File: src/rtl/uart_tx_if.sv
// uart_tx_if: request/data and serial-side signals of the UART transmitter
interface uart_tx_if #(parameter int DBIT = 8);
  logic s_tick;
  logic tx_start;
  logic [DBIT-1:0] din;
  logic tx_busy;
  logic tx_done_tick;
  logic tx;
  modport master (output s_tick, tx_start, din, input tx_busy, tx_done_tick, tx);
  modport slave (input s_tick, tx_start, din, output tx_busy, tx_done_tick, tx);
endinterface

File: src/rtl/uart_tx.sv
// uart_tx: 16x-tick driven UART serialiser, LSB first, optional parity, SB_TICK-long stop period
module uart_tx #(
  parameter int DBIT = 8,
  parameter int SB_TICK = 16,
  parameter bit PARITY_EN = 1'b0,
  parameter bit PARITY_ODD = 1'b0
) (
  input logic clk,
  input logic rst,
  uart_tx_if.slave bus
);
  localparam int NW = $clog2(DBIT);
  typedef enum logic [2:0] {IDLE, START, DATA, PARITY, STOP} state_t;
  state_t state;
  logic [4:0] s;
  logic [NW-1:0] n;
  logic [DBIT-1:0] b;
  logic p;
  logic tx_reg;
  assign bus.tx = tx_reg;
  assign bus.tx_busy = state != IDLE;
  assign bus.tx_done_tick = state == STOP && bus.s_tick && s == 5'(SB_TICK - 1);
  // tx_reg is loaded with the level of the state being entered so the pin changes on the same edge
  always_ff @(posedge clk or posedge rst) begin
    if (rst) begin
      state <= IDLE;
      s <= '0;
      n <= '0;
      b <= '0;
      p <= 1'b0;
      tx_reg <= 1'b1;
    end else begin
      case (state)
        IDLE: if (bus.tx_start) begin
          b <= bus.din;
          p <= ^bus.din ^ PARITY_ODD;
          s <= '0;
          state <= START;
          tx_reg <= 1'b0;
        end
        START: if (bus.s_tick) begin
          if (s == 5'd15) begin
            s <= '0;
            n <= '0;
            state <= DATA;
            tx_reg <= b[0];
          end else s <= s + 5'd1;
        end
        DATA: if (bus.s_tick) begin
          if (s == 5'd15) begin
            s <= '0;
            b <= b >> 1;
            if (n == NW'(DBIT - 1)) begin
              state <= PARITY_EN ? PARITY : STOP;
              tx_reg <= PARITY_EN ? p : 1'b1;
            end else begin
              n <= n + 1'b1;
              tx_reg <= b[1];
            end
          end else s <= s + 5'd1;
        end
        PARITY: if (bus.s_tick) begin
          if (s == 5'd15) begin
            s <= '0;
            state <= STOP;
            tx_reg <= 1'b1;
          end else s <= s + 5'd1;
        end
        STOP: if (bus.s_tick) begin
          if (s == 5'(SB_TICK - 1)) begin
            s <= '0;
            state <= IDLE;
          end else s <= s + 5'd1;
        end
        default: state <= IDLE;
      endcase
    end
  end
endmodule
File: src/flat_wrapper.sv
// flat-port wrapper written by rule: the top's interface ports become plain ports
module uart_tx_flat 
#(
  parameter int DBIT = 8,
  parameter int SB_TICK = 16,
  parameter bit PARITY_EN = 1'b0,
  parameter bit PARITY_ODD = 1'b0
)
  (clk, rst, bus_s_tick, bus_tx_start, bus_din, bus_tx_busy, bus_tx_done_tick, bus_tx);
  uart_tx_if #(.DBIT(DBIT)) bus_i ();
  input logic clk;
  input logic rst;
  input wire logic [$bits(bus_i.s_tick)-1:0] bus_s_tick;
  input wire logic [$bits(bus_i.tx_start)-1:0] bus_tx_start;
  input wire logic [$bits(bus_i.din)-1:0] bus_din;
  output wire logic [$bits(bus_i.tx_busy)-1:0] bus_tx_busy;
  output wire logic [$bits(bus_i.tx_done_tick)-1:0] bus_tx_done_tick;
  output wire logic [$bits(bus_i.tx)-1:0] bus_tx;
  assign bus_i.s_tick = bus_s_tick;
  assign bus_i.tx_start = bus_tx_start;
  assign bus_i.din = bus_din;
  assign bus_tx_busy = bus_i.tx_busy;
  assign bus_tx_done_tick = bus_i.tx_done_tick;
  assign bus_tx = bus_i.tx;
  uart_tx #(.DBIT(DBIT), .SB_TICK(SB_TICK), .PARITY_EN(PARITY_EN), .PARITY_ODD(PARITY_ODD)) u_core (.clk(clk), .rst(rst), .bus(bus_i));
endmodule
File: config.mk
export PLATFORM = sky130hd
export DESIGN_NAME = uart_tx_flat
export DESIGN_NICKNAME = d
export VERILOG_FILES = /design/src/rtl/uart_tx_if.sv /design/src/rtl/uart_tx.sv /design/src/flat_wrapper.sv
export SDC_FILE = /design/constraint.sdc
export NUM_CORES = 1
export LEC_CHECK = 0
export CORE_MARGIN = 2
export CORE_UTILIZATION = 45
export DETAILED_ROUTE_END_ITERATION = 12
export PLACE_DENSITY = 0.67
export SLEW_MARGIN = 15
export SYNTH_ARGS = -nofsm -noshare
export SYNTH_HDL_FRONTEND = slang
export SYNTH_SLANG_ARGS = --single-unit
export TNS_END_PERCENT = 10
File: constraint.sdc
create_clock -name clk -period 5 [get_ports clk]
set_clock_uncertainty 0.1 [all_clocks]
set_input_delay 1 -clock clk [delete_from_list [all_inputs] [get_ports clk]]
set_output_delay 1 -clock clk [all_outputs]
set_load 0.03 [all_outputs]
==> results.md, run 1 <==
* Status: finished, final reports clean
* Rel. slew slack at 50.0%
* CP delay by family, top: buffers and inverters
* Vias in the first global route at approximately 730
* DRT iter0 DRCs at 10
* Max-slew violations at 0
* Mapped Cells at 106
* Final Cell Area at approximately 1300 sq um
* Distinct cells, synth at 38
* Slew @ Worst Pin at 750 ps
* Top flop regs: u_core.b: 8 flops, u_core.s: 5 flops
* WL/cell at 13.9 microns
* Setup Buffers After CTS at 0
* #FFs+latches synth at 20
* Syn Std Cell Area at 1130 sq um
* Post-route ant nets at 0
* Gp weighted congestion at 0.784
* Setup TNS at 0 ps
* CTS tree: yes
* Post-synthesis net count at 121
* Mapped Avg Cell Area at 10.6 sq um
* Die area at 2920 sq um
* Crit path top cell by count: clkdlybuf4s50_1
* Worst EP required at 3900 ps
* Total number of vias at 817
* Buf+Inv Stages, Crit Path at 2
* Hold_buf cts at 0
* RSZ-0062 raised after global routing: false
* Crit path DAT at 2470 ps
* Fmax at 0.280 GHz
* IO Count at 15
* CP cell instances: clkdlybuf4s50_1 > nand2_4 > nor2_1 > clkdlybuf4s50_1
* Via/cell ratio at approximately 5.4
* Dpl cell area at around 1300 sq um
* Largest reg by FF count: u_core.b
* Die Span Y at 54.1 microns
* Htree depth at 1
* Die W at 54.1 microns
* Final setup fails at 0
* P&R area growth vs syn at 17.0%
* CTS Buf Count at 3
* Drt drc at 0
* Most common cell after layout, fill and taps aside: dfrtp_1
* Row count at 18
* Layout fillers at 231
* Sequential fraction of the synthesis area at 44.5%
* Fin crit period at 3570 ps
* CTS root buf: clkbuf_4
* Post-cts sizing count at 0
* Worst-path maximum fanout at 6
* Largest net degree at the start of global routing at 21
* Crit start category: primary input
* Fraction of layout cells with a size suffix above 1 at between 10% and 20%
* Synth Warn # at 0
* LEAKAGE at 0.529 nW
* Peak supply drop at 0.000234 V
* CP max-delay cell: clkdlybuf4s50_1
* Clock sinks at 20
* Final Hold Vio Count at 0
* Crit. End Element: output port
* Fin nets at 136
* Core area at 2430 sq um
* First-pass GRT wire length at 3280 microns
* Initial cell density of the core at a little under half
* Fin crit share at 71.4%
* Kind of critical path: primary input to output port
* Clock tree buffer depth at 2
* Worst hold path class: flop to flop
* Clk_lat worst skew at 310 ps
* Commonest cells after routing, fill and taps aside: 19 x dfrtp_1, 14 x clkdlybuf4s50_1, 8 x nand2_1, 8 x o21a_1, 8 x o21ai_0
* Max-cap violation count at 0
* Pwr per Cell Area at approximately 490 nW/um^2
* DR pass1 iterations at 4
* Max reg flops at 8
* IO Port Bufs at 14
* Dpl hpwl at 1480 microns
* Initial antenna violation count at 0
* Clock Pin Slew Worst Setup and Hold Paths at 120 ps
* # diodes at 0
* WL final at between 2000 and 2500 microns
* GRT overflow at 0
* CP max stage delay at 670 ps
* All-Layer GR Usage at around 16%
[cells by family (layout without fill, tap and decap cells)]
kind of cell / after synthesis / count (layout) / synth area share [%]
fa+ha+maj: 3 / 3 / 3.33
flops: 20 / 20 / 44.5
buf+inv: 6 / 20 / 4.11
mux: 6 / 6 / 6.44
simple gates: 40 / 40 / 22.1
compound gates: 31 / 31 / 19.5
[cell usage after synthesis (all sizes together)]
master	number	area share [%]
or4b	1	0.89
nand2	10	4.2
a22o	2	1.8
nand3	4	2.2
o21bai	1	0.67
o211ai	1	0.67
nor4	1	0.56
inv	2	0.67
nor4b	1	0.78
nor3	2	1.3
nand4b	1	0.78
or3	1	1.0
buf	4	3.4
o21a	8	5.3
and4b	1	0.89
o22a	7	5.4
mux2i	2	2.1
a2111oi	1	0.78
a21oi	3	1.3
ha	3	3.3
dfrtp	19	42
nor2b	5	2.8
nor2	8	3.6
and2	2	1.1
dfstp	1	2.3
nor3b	2	1.3
o21ai	8	3.6
mux2	4	4.3
nand3b	1	0.67
[final cells by class]
class | count | area [sq um] | area share, %
Multi-Input combinational cell | 80 | 579 | 43.9
Inverter | 2 | 7.51 | 0.569
Sequential cell | 20 | 502 | 38.0
Clock inverter | 1 | 30.0 | 2.28
Timing Repair Buffer | 14 | 140 | 10.6
Clock buffer | 3 | 22.5 | 1.71
Tap cell | 30 | 37.5 | 2.85
[worst reg2reg max path, stage by stage, from the launching register on]
cell and delay (ps):
dfrtp_1 410, ha_1 230, and4b_1 410, nand2_4 100, or3_4 390, mux2_4 260
[power by group]
group	total [mW]	switching (mW)	internal [mW]
clock	0.135	0.0541	0.0810
sequential	0.284	0.0623	0.221
combinational	0.228	0.108	0.120
[routing by layer]
layer	vias to the layer above	wire, microns	part of all wire, %	track usage (%)
met5	-	0	0	0
met1	382	1030	49	20.7
met3	2	83	4.0	2.50
li1	419	-	-	-
met2	14	962	46	25.8
met4	0	17	0.81	6.25
[through the flow]
stage | cells | setup WS [ps] | hold WS [ps] | power, mW | utilization (%)
after floorplan | 106 | 2440 | 357 | 0.472 | -
after global placement | 146 | 1450 | 370 | 0.507 | 52.1
after detailed placement | 146 | 1440 | 381 | 0.516 | 52.1
after CTS | 150 | 1430 | 410 | 0.653 | 54.2
after global routing | 150 | 1390 | 429 | 0.692 | 54.2
final | 150 | 1430 | 404 | 0.647 | 54.2
[final timing paths]
kind,start,end,slack [ps],cells after the start
min in group asynchronous,rst,u_core.s[4],1000,2
setup / recovery,bus_s_tick,bus_tx_done_tick,1430,4
max in group asynchronous,rst,u_core.n[1],3330,2
hold reg to reg,u_core.b[0],u_core.b[0],400,1
hold / removal,u_core.b[0],u_core.b[0],400,1
setup reg to reg,u_core.s[0],u_core.n[0],2990,5
(Power assumes the default switching activity.)
==> inputs of run 2 (changes only) <==
--- a/config.mk
+++ b/config.mk
@@ -8,7 +8,7 @@
 export CORE_MARGIN = 2
 export CORE_UTILIZATION = 45
 export DETAILED_ROUTE_END_ITERATION = 12
-export PLACE_DENSITY = 0.67
+export PLACE_DENSITY = 0.7
 export SLEW_MARGIN = 15
 export SYNTH_ARGS = -nofsm -noshare
 export SYNTH_HDL_FRONTEND = slang
==> constraint.sdc (replaced) <==
create_clock -name clk -period 3 [get_ports clk]
set_clock_uncertainty 0.1 [all_clocks]
set_input_delay 0.6 -clock clk [delete_from_list [all_inputs] [get_ports clk]]
set_output_delay 0.6 -clock clk [all_outputs]
set_load 0.03 [all_outputs]
==> run 2 against run 1 <==
Critical path depth grew 1; design area is essentially flat; via count grew 2.8%; die area is the same; sequential share of layout area is essentially flat; wire length shrank 2.5%; total power grew 66%; global-route usage grew 0.82 points; first-iteration DRC count grew 70%; sequential power grew 65%; utilization grew 0.051 points; largest power group unchanged; highest routed layer unchanged.
==> results.md, run 2 (synthesis gave the netlist of run 1 again) <==
* Via/cell ratio at 5.60 (+2.8%)
* Initial cell density of the core at 46.3% (unchanged)
* FF+latch area at 502 sq um (unchanged)
* Top flop regs: u_core.b: 8 flops, u_core.s: 5 flops
* Gp weighted congestion at 0.744 (-5.2%)
* Fin nets at 136 (unchanged)
* IO Port Bufs at 14 (unchanged)
* Pwr per Cell Area at 813 nW/um^2 (+66%)
* Largest reg by FF count: u_core.b
* WL final at 2040 microns (-2.5%)
* CTS Buf Count at 3 (unchanged)
* RSZ-0062 raised after global routing: false
* Worst hold stages at 1 (unchanged)
* Gr busiest metal: met2
* Crit path DAT at 2160 ps (-310 ps)
* IO Count at 15 (unchanged)
* Max-slew violations at 0 (unchanged)
* Worst flop-to-flop path endpoint: u_core.s[0]
* Power Total at 1.07 mW (+66%)
* Fraction of layout cells with a size suffix above 1 at 16.7% (+0.83 points)
* CP cell instances: ha_1 > and4b_2 > nand2_4 > nor2_1 > clkdlybuf4s50_1
* Max-cap violation count at 0 (unchanged)
* WL/cell at 13.6 microns (-2.5%)
* Clock sinks at 20 (unchanged)
* R2R setup slack at 1080 ps (-1910 ps)
* CTS tree: yes
* CTS root buf: clkbuf_4
* Hold_buf cts at 0 (unchanged)
* Die W at 54.1 microns (unchanged)
* First-pass GRT wire length at 3500 microns (+6.7%)
* Commonest cells after routing, fill and taps aside: 19 x dfrtp_1, 14 x clkdlybuf4s50_1, 8 x nand2_1, 8 x o21a_1, 8 x o21ai_0
* Die Span Y at 54.1 microns (unchanged)
* GRT overflow at 0 (unchanged)
* # diodes at 0 (unchanged)
* Vias in the first global route at 790 (+8.4%)
* Clock tree buffer depth at 2 (unchanged)
* Core area at 2430 sq um (unchanged)
* Total number of vias at 840 (+2.8%)
* Area of the multi-input gates at 581 sq um (+0.22%)
* Crit. End Element: output port
* Worst hold path class: flop to flop
* Fmax at 0.350 GHz
* Slew @ Worst Pin at 779 ps (+29.5 ps)
* Post-route ant nets at 0 (unchanged)
* Worst EP required at 2300 ps (-1600 ps)
* DRT iter0 DRCs at 17 (+7)
* Met3 Usage GRT at 2.50% (unchanged)
* DR pass1 iterations at 4 (unchanged)
* Fin crit period at 2860 ps
* Rel. slew slack at 48.0% (-2.0 points)
* Final Hold Vio Count at 0 (unchanged)
* M2 GR Usage at 26.2% (+0.41 points)
* Initial antenna violation count at 0 (unchanged)
* All-Layer GR Usage at 16.6% (+0.82 points)
* Worst-path maximum fanout at 7 (+1)
* Final setup fails at 0 (unchanged)
* Met1 usage at 22.7% (+2.1 points)
* Htree depth at 1 (unchanged)
* Crit start category: flop
* LEAKAGE at 0.529 nW (-0.11%)
* Status: finished, final reports clean
* Fin Hold WS at 400 ps (-3.74 ps)
* Peak supply drop at 0.000375 V (+60%)
* Row count at 18 (unchanged)
* Hold endpoint: u_core.b[0]
* Worst Setup Slack, final at 145 ps (-1280 ps)
* Dpl hpwl at 1470 microns (-1.2%)
* Setup TNS at 0 ps (unchanged)
* Fin crit share at ~95%
* Hold_sp: u_core.b[0]
* Worst setup path start: u_core.s[0]
* Max reg flops at 8 (unchanged)
* Most common cell after layout, fill and taps aside: dfrtp_1
* CP max stage delay at 670 ps (about the same)
* Worst r2r path cells at 3 (-2)
* Post-place setup slack at 237 ps (-1200 ps)
* RR Startpoint: u_core.state[2]
* Die area at 2920 sq um (unchanged)
* Drt drc at 0 (unchanged)
* Kind of critical path: flop to output port
* Largest net degree at the start of global routing at 21 (unchanged)
* Clk_lat worst skew at 310 ps (about the same)
* Layout fillers at 222 (-3.9%)
* CP max-delay cell: clkdlybuf4s50_1
* P&R area growth vs syn at 17.1% (about the same)
* Clock Pin Slew Worst Setup and Hold Paths at 130 ps (about the same)
[run 2: where the power goes]
group          switching [mW]  internal [mW]
sequential             0.0999          0.369
combinational           0.180          0.200
clock                  0.0895          0.135
total                   0.369          0.704
[run 2: worst max-delay path by stage]
| stage | depth (start not counted) | endpoint |
|---|---|---|
| 2_1_floorplan | 5 | bus_tx_done_tick |
| 3_3_place_gp | 4 | bus_tx_done_tick |
| 3_5_place_dp | 4 | bus_tx_done_tick |
| 4_1_cts | 5 | bus_tx_done_tick |
| 5_1_grt | 5 | bus_tx_done_tick |
| 6_report | 5 | bus_tx_done_tick |
[run 2: worst max-delay path: cells and delay by family, from the launching register on]
| family | cells | cell delay (ps) |
|---|---|---|
| adders and majority gates | 1 | 220 |
| buffers and inverters | 1 | 670 |
| DFF | 1 | 410 |
| and+or+nand+nor | 3 | 570 |
[run 2: final cells by class]
class / count / share of cell area, %
clock inverter: 1 / 2.27
inverter: 2 / 0.569
multi-input combinational: 80 / 44.0
tap: 30 / 2.84
sequential: 20 / 38.0
clock buffer: 3 / 1.71
timing repair buffer: 14 / 10.6
[run 2: repair_timing]
action | in CTS | in global routing
buffers inserted | 0 | 0
resized for setup | 0 | 1
setup endpoints to repair | 0 | 1
[run 2: stage by stage]
| step | util [%] | instances | cell area (sq um) |
|---|---|---|---|
| global placement | 52.1 | 146 | 1270 |
| global route | 54.3 | 150 | 1320 |
| CTS | 54.2 | 150 | 1320 |
| detailed placement | 52.1 | 146 | 1270 |
| floorplan | - | 106 | 1130 |
| finish | 54.3 | 150 | 1320 |
[run 2: routing by layer]
| layer | wire length (microns) | vias up |
|---|---|---|
| li1 | - | 417 |
| met1 | 1010 | 397 |
| met2 | 920 | 24 |
| met3 | 99 | 2 |
| met4 | 12 | 0 |
| met5 | 0 | - |
==> inputs of run 3 (changes only) <==
--- a/config.mk
+++ b/config.mk
@@ -9,6 +9,7 @@
 export CORE_UTILIZATION = 45
 export DETAILED_ROUTE_END_ITERATION = 12
 export PLACE_DENSITY = 0.7
+export SETUP_SLACK_MARGIN = 0.5
 export SLEW_MARGIN = 15
 export SYNTH_ARGS = -nofsm -noshare
 export SYNTH_HDL_FRONTEND = slang
==> run 3 against run 2 <==
Design area rose by 0.66%; cell count rose by 0.67%; fmax rose by 16%; global-route usage rose by 0.18 points; sequential share of layout area fell by 0.25 points; total power rose by 1.2%; wire length rose by 1.5%; clock power barely moved; setup slack improved by 390 ps; die area did not move; largest cell class unchanged.
==> results.md, run 3 (synthesis gave the netlist of run 1 again) <==
* Row count at 18 (unchanged)
* Met2 routed WL at 952 microns (+3.5%)
* CP max stage delay at 590 ps (-80 ps)
* DR pass1 iterations at 4 (unchanged)
* Worst setup path start: u_core.state[2]
* CP max-delay cell: clkdlybuf4s50_1
* First-pass GRT wire length at 3530 microns (+0.97%)
* Final Hold Vio Count at 0 (unchanged)
* Status: finished, final reports clean
* Kind of critical path: flop to output port
* Dpl hpwl at 1470 microns (unchanged)
* Die W at 54.1 microns (unchanged)
* Most common cell after layout, fill and taps aside: dfrtp_1
* Die area at 2920 sq um (unchanged)
* Gp weighted congestion at 0.744 (unchanged)
* Met3 WL at 68 microns (-31%)
* Worst-path maximum fanout at 12 (+5)
* Crit start category: flop
* Max-cap violation count at 0 (unchanged)
* Max-slew violations at 0 (unchanged)
* LEAKAGE at 0.536 nW (+1.3%)
* CP delay by family, top: buffers and inverters
* Fin Hold WS at 400 ps (+0.0470 ps)
* Clock sinks at 20 (unchanged)
* Fraction of layout cells with a size suffix above 1 at 18.2% (+1.5 points)
* Clock tree buffer depth at 2 (unchanged)
* IO Count at 15 (unchanged)
* # diodes at 0 (unchanged)
* Clock Pin Slew Worst Setup and Hold Paths at 130 ps (about the same)
* Largest reg by FF count: u_core.b
* Commonest cells after routing, fill and taps aside: 19 x dfrtp_1, 13 x clkdlybuf4s50_1, 8 x nand2_1, 8 x o21a_1, 8 x o21ai_0
* Clk_lat worst skew at 310 ps (about the same)
* Core area at 2430 sq um (unchanged)
* Crit. End Element: output port
* Die Span Y at 54.1 microns (unchanged)
* Via/cell ratio at 5.54 (-1.0%)
* Top Metal Used: met4
* WL final at 2070 microns (+1.5%)
* WL/cell at 13.7 microns (+0.85%)
* All-Layer GR Usage at 16.7% (+0.18 points)
* Power Total at 1.09 mW (+1.2%)
* Final setup fails at 0 (unchanged)
* Non-filler cells, final at 151 (+0.67%)
* DRT met1 WL at 1040 microns (+3.0%)
* Setup TNS at 0 ps (unchanged)
* Initial antenna violation count at 0 (unchanged)
* CP cell instances: nor3_4 > inv_1 > clkdlybuf4s50_1
* Top flop regs: u_core.b: 8 flops, u_core.s: 5 flops
* RR Startpoint: u_core.state[2]
* Worst EP required at 2300 ps (about the same)
* CTS Buf Count at 3 (unchanged)
* Buf+Inv Stages, Crit Path at 2 (+1)
* Crit path DAT at 1770 ps (-390 ps)
* CTS tree: yes
* Initial cell density of the core at 46.3% (unchanged)
* Peak supply drop at 0.000381 V (+1.5%)
* Drt drc at 0 (unchanged)
* Fin nets at 137 (+0.74%)
* Post-route ant nets at 0 (unchanged)
* Worst hold path class: flop to flop
* RSZ-0062 raised after global routing: true
* Total number of vias at 837 (-0.36%)
* Hold_sp: u_core.b[0]
* Max reg flops at 8 (unchanged)
* Largest net degree at the start of global routing at 21 (unchanged)
* Rel. slew slack at 47.9% (-0.064 points)
* P&R area growth vs syn at 17.9%
* GRT overflow at 0 (unchanged)
* CTS root buf: clkbuf_4
* IO Port Bufs at 14 (unchanged)
* Fmax at 0.405 GHz (+16%)
* Fin crit period at 2470 ps (-387 ps)
* Fin crit share at 82.3% (-13 points)
* Layout fillers at 221 (-0.45%)
* Vias in the first global route at 805 (+1.9%)
* DRT iter0 DRCs at 17 (unchanged)
* Pwr per Cell Area at 817 nW/um^2 (+0.49%)
* Number of cells after detailed placement at 146 (unchanged)
* Htree depth at 1 (unchanged)
* Slew @ Worst Pin at 780 ps (+0.952 ps)
[run 3: cell types whose count changed in the layout (fill, tap and decap cells not counted)]
cell             change
clkbuf_2             +1
clkdlybuf4s50_1      -1
buf_4                +1
nor3_4               +1
nor3_2               -1
[run 3: through the flow]
stage / utilization (%) / worst slack, ps / cell area (sq um)
detailed placement: 52.1 / 237 / 1270
floorplan: - / 937 / 1130
CTS: 54.8 / 410 / 1330
global placement: 52.1 / 255 / 1270
finish: 54.6 / 532 / 1330
global route: 54.6 / 466 / 1330
[run 3: area by class of cell]
type | instances | area (sq um) | share of cell area, %
clock buffers | 3 | 22.5 | 1.69
clock inverters | 1 | 30.0 | 2.26
inverters | 2 | 7.51 | 0.565
multi-input cells | 80 | 587 | 44.2
flip-flops and latches | 20 | 502 | 37.8
well taps | 30 | 37.5 | 2.82
repair buffers | 15 | 143 | 10.7
[run 3: worst paths after layout]
kind,end,slack (ps),cells past startpoint
max in group asynchronous,u_core.s[2],1690,2
min in group asynchronous,u_core.b[7],620,2
max,bus_tx_busy,530,3
min reg2reg,u_core.b[0],400,1
max reg2reg,u_core.s[0],1040,3
min,u_core.b[0],400,1
[run 3: report_power, final]
| part | switching [mW] | leakage (nW) | internal [mW] |
|---|---|---|---|
| logic | 0.182 | 0.273 | 0.206 |
| registers | 0.105 | 0.235 | 0.369 |
| clock network | 0.0887 | 0.0279 | 0.135 |
[run 3: what timing repair did]
item	4_1_cts	5_1_grt
gates resized for setup	3	2
pin swaps	1	0
setup buffers	1	0
hold buffers	0	0
setup endpoints to repair	2	2
[run 3: layer usage]
layer,track usage [%],up-vias
met4,6.25,0
met2,27.0,12
met1,22.6,402
met5,0,-
li1,-,421
met3,2.50,2
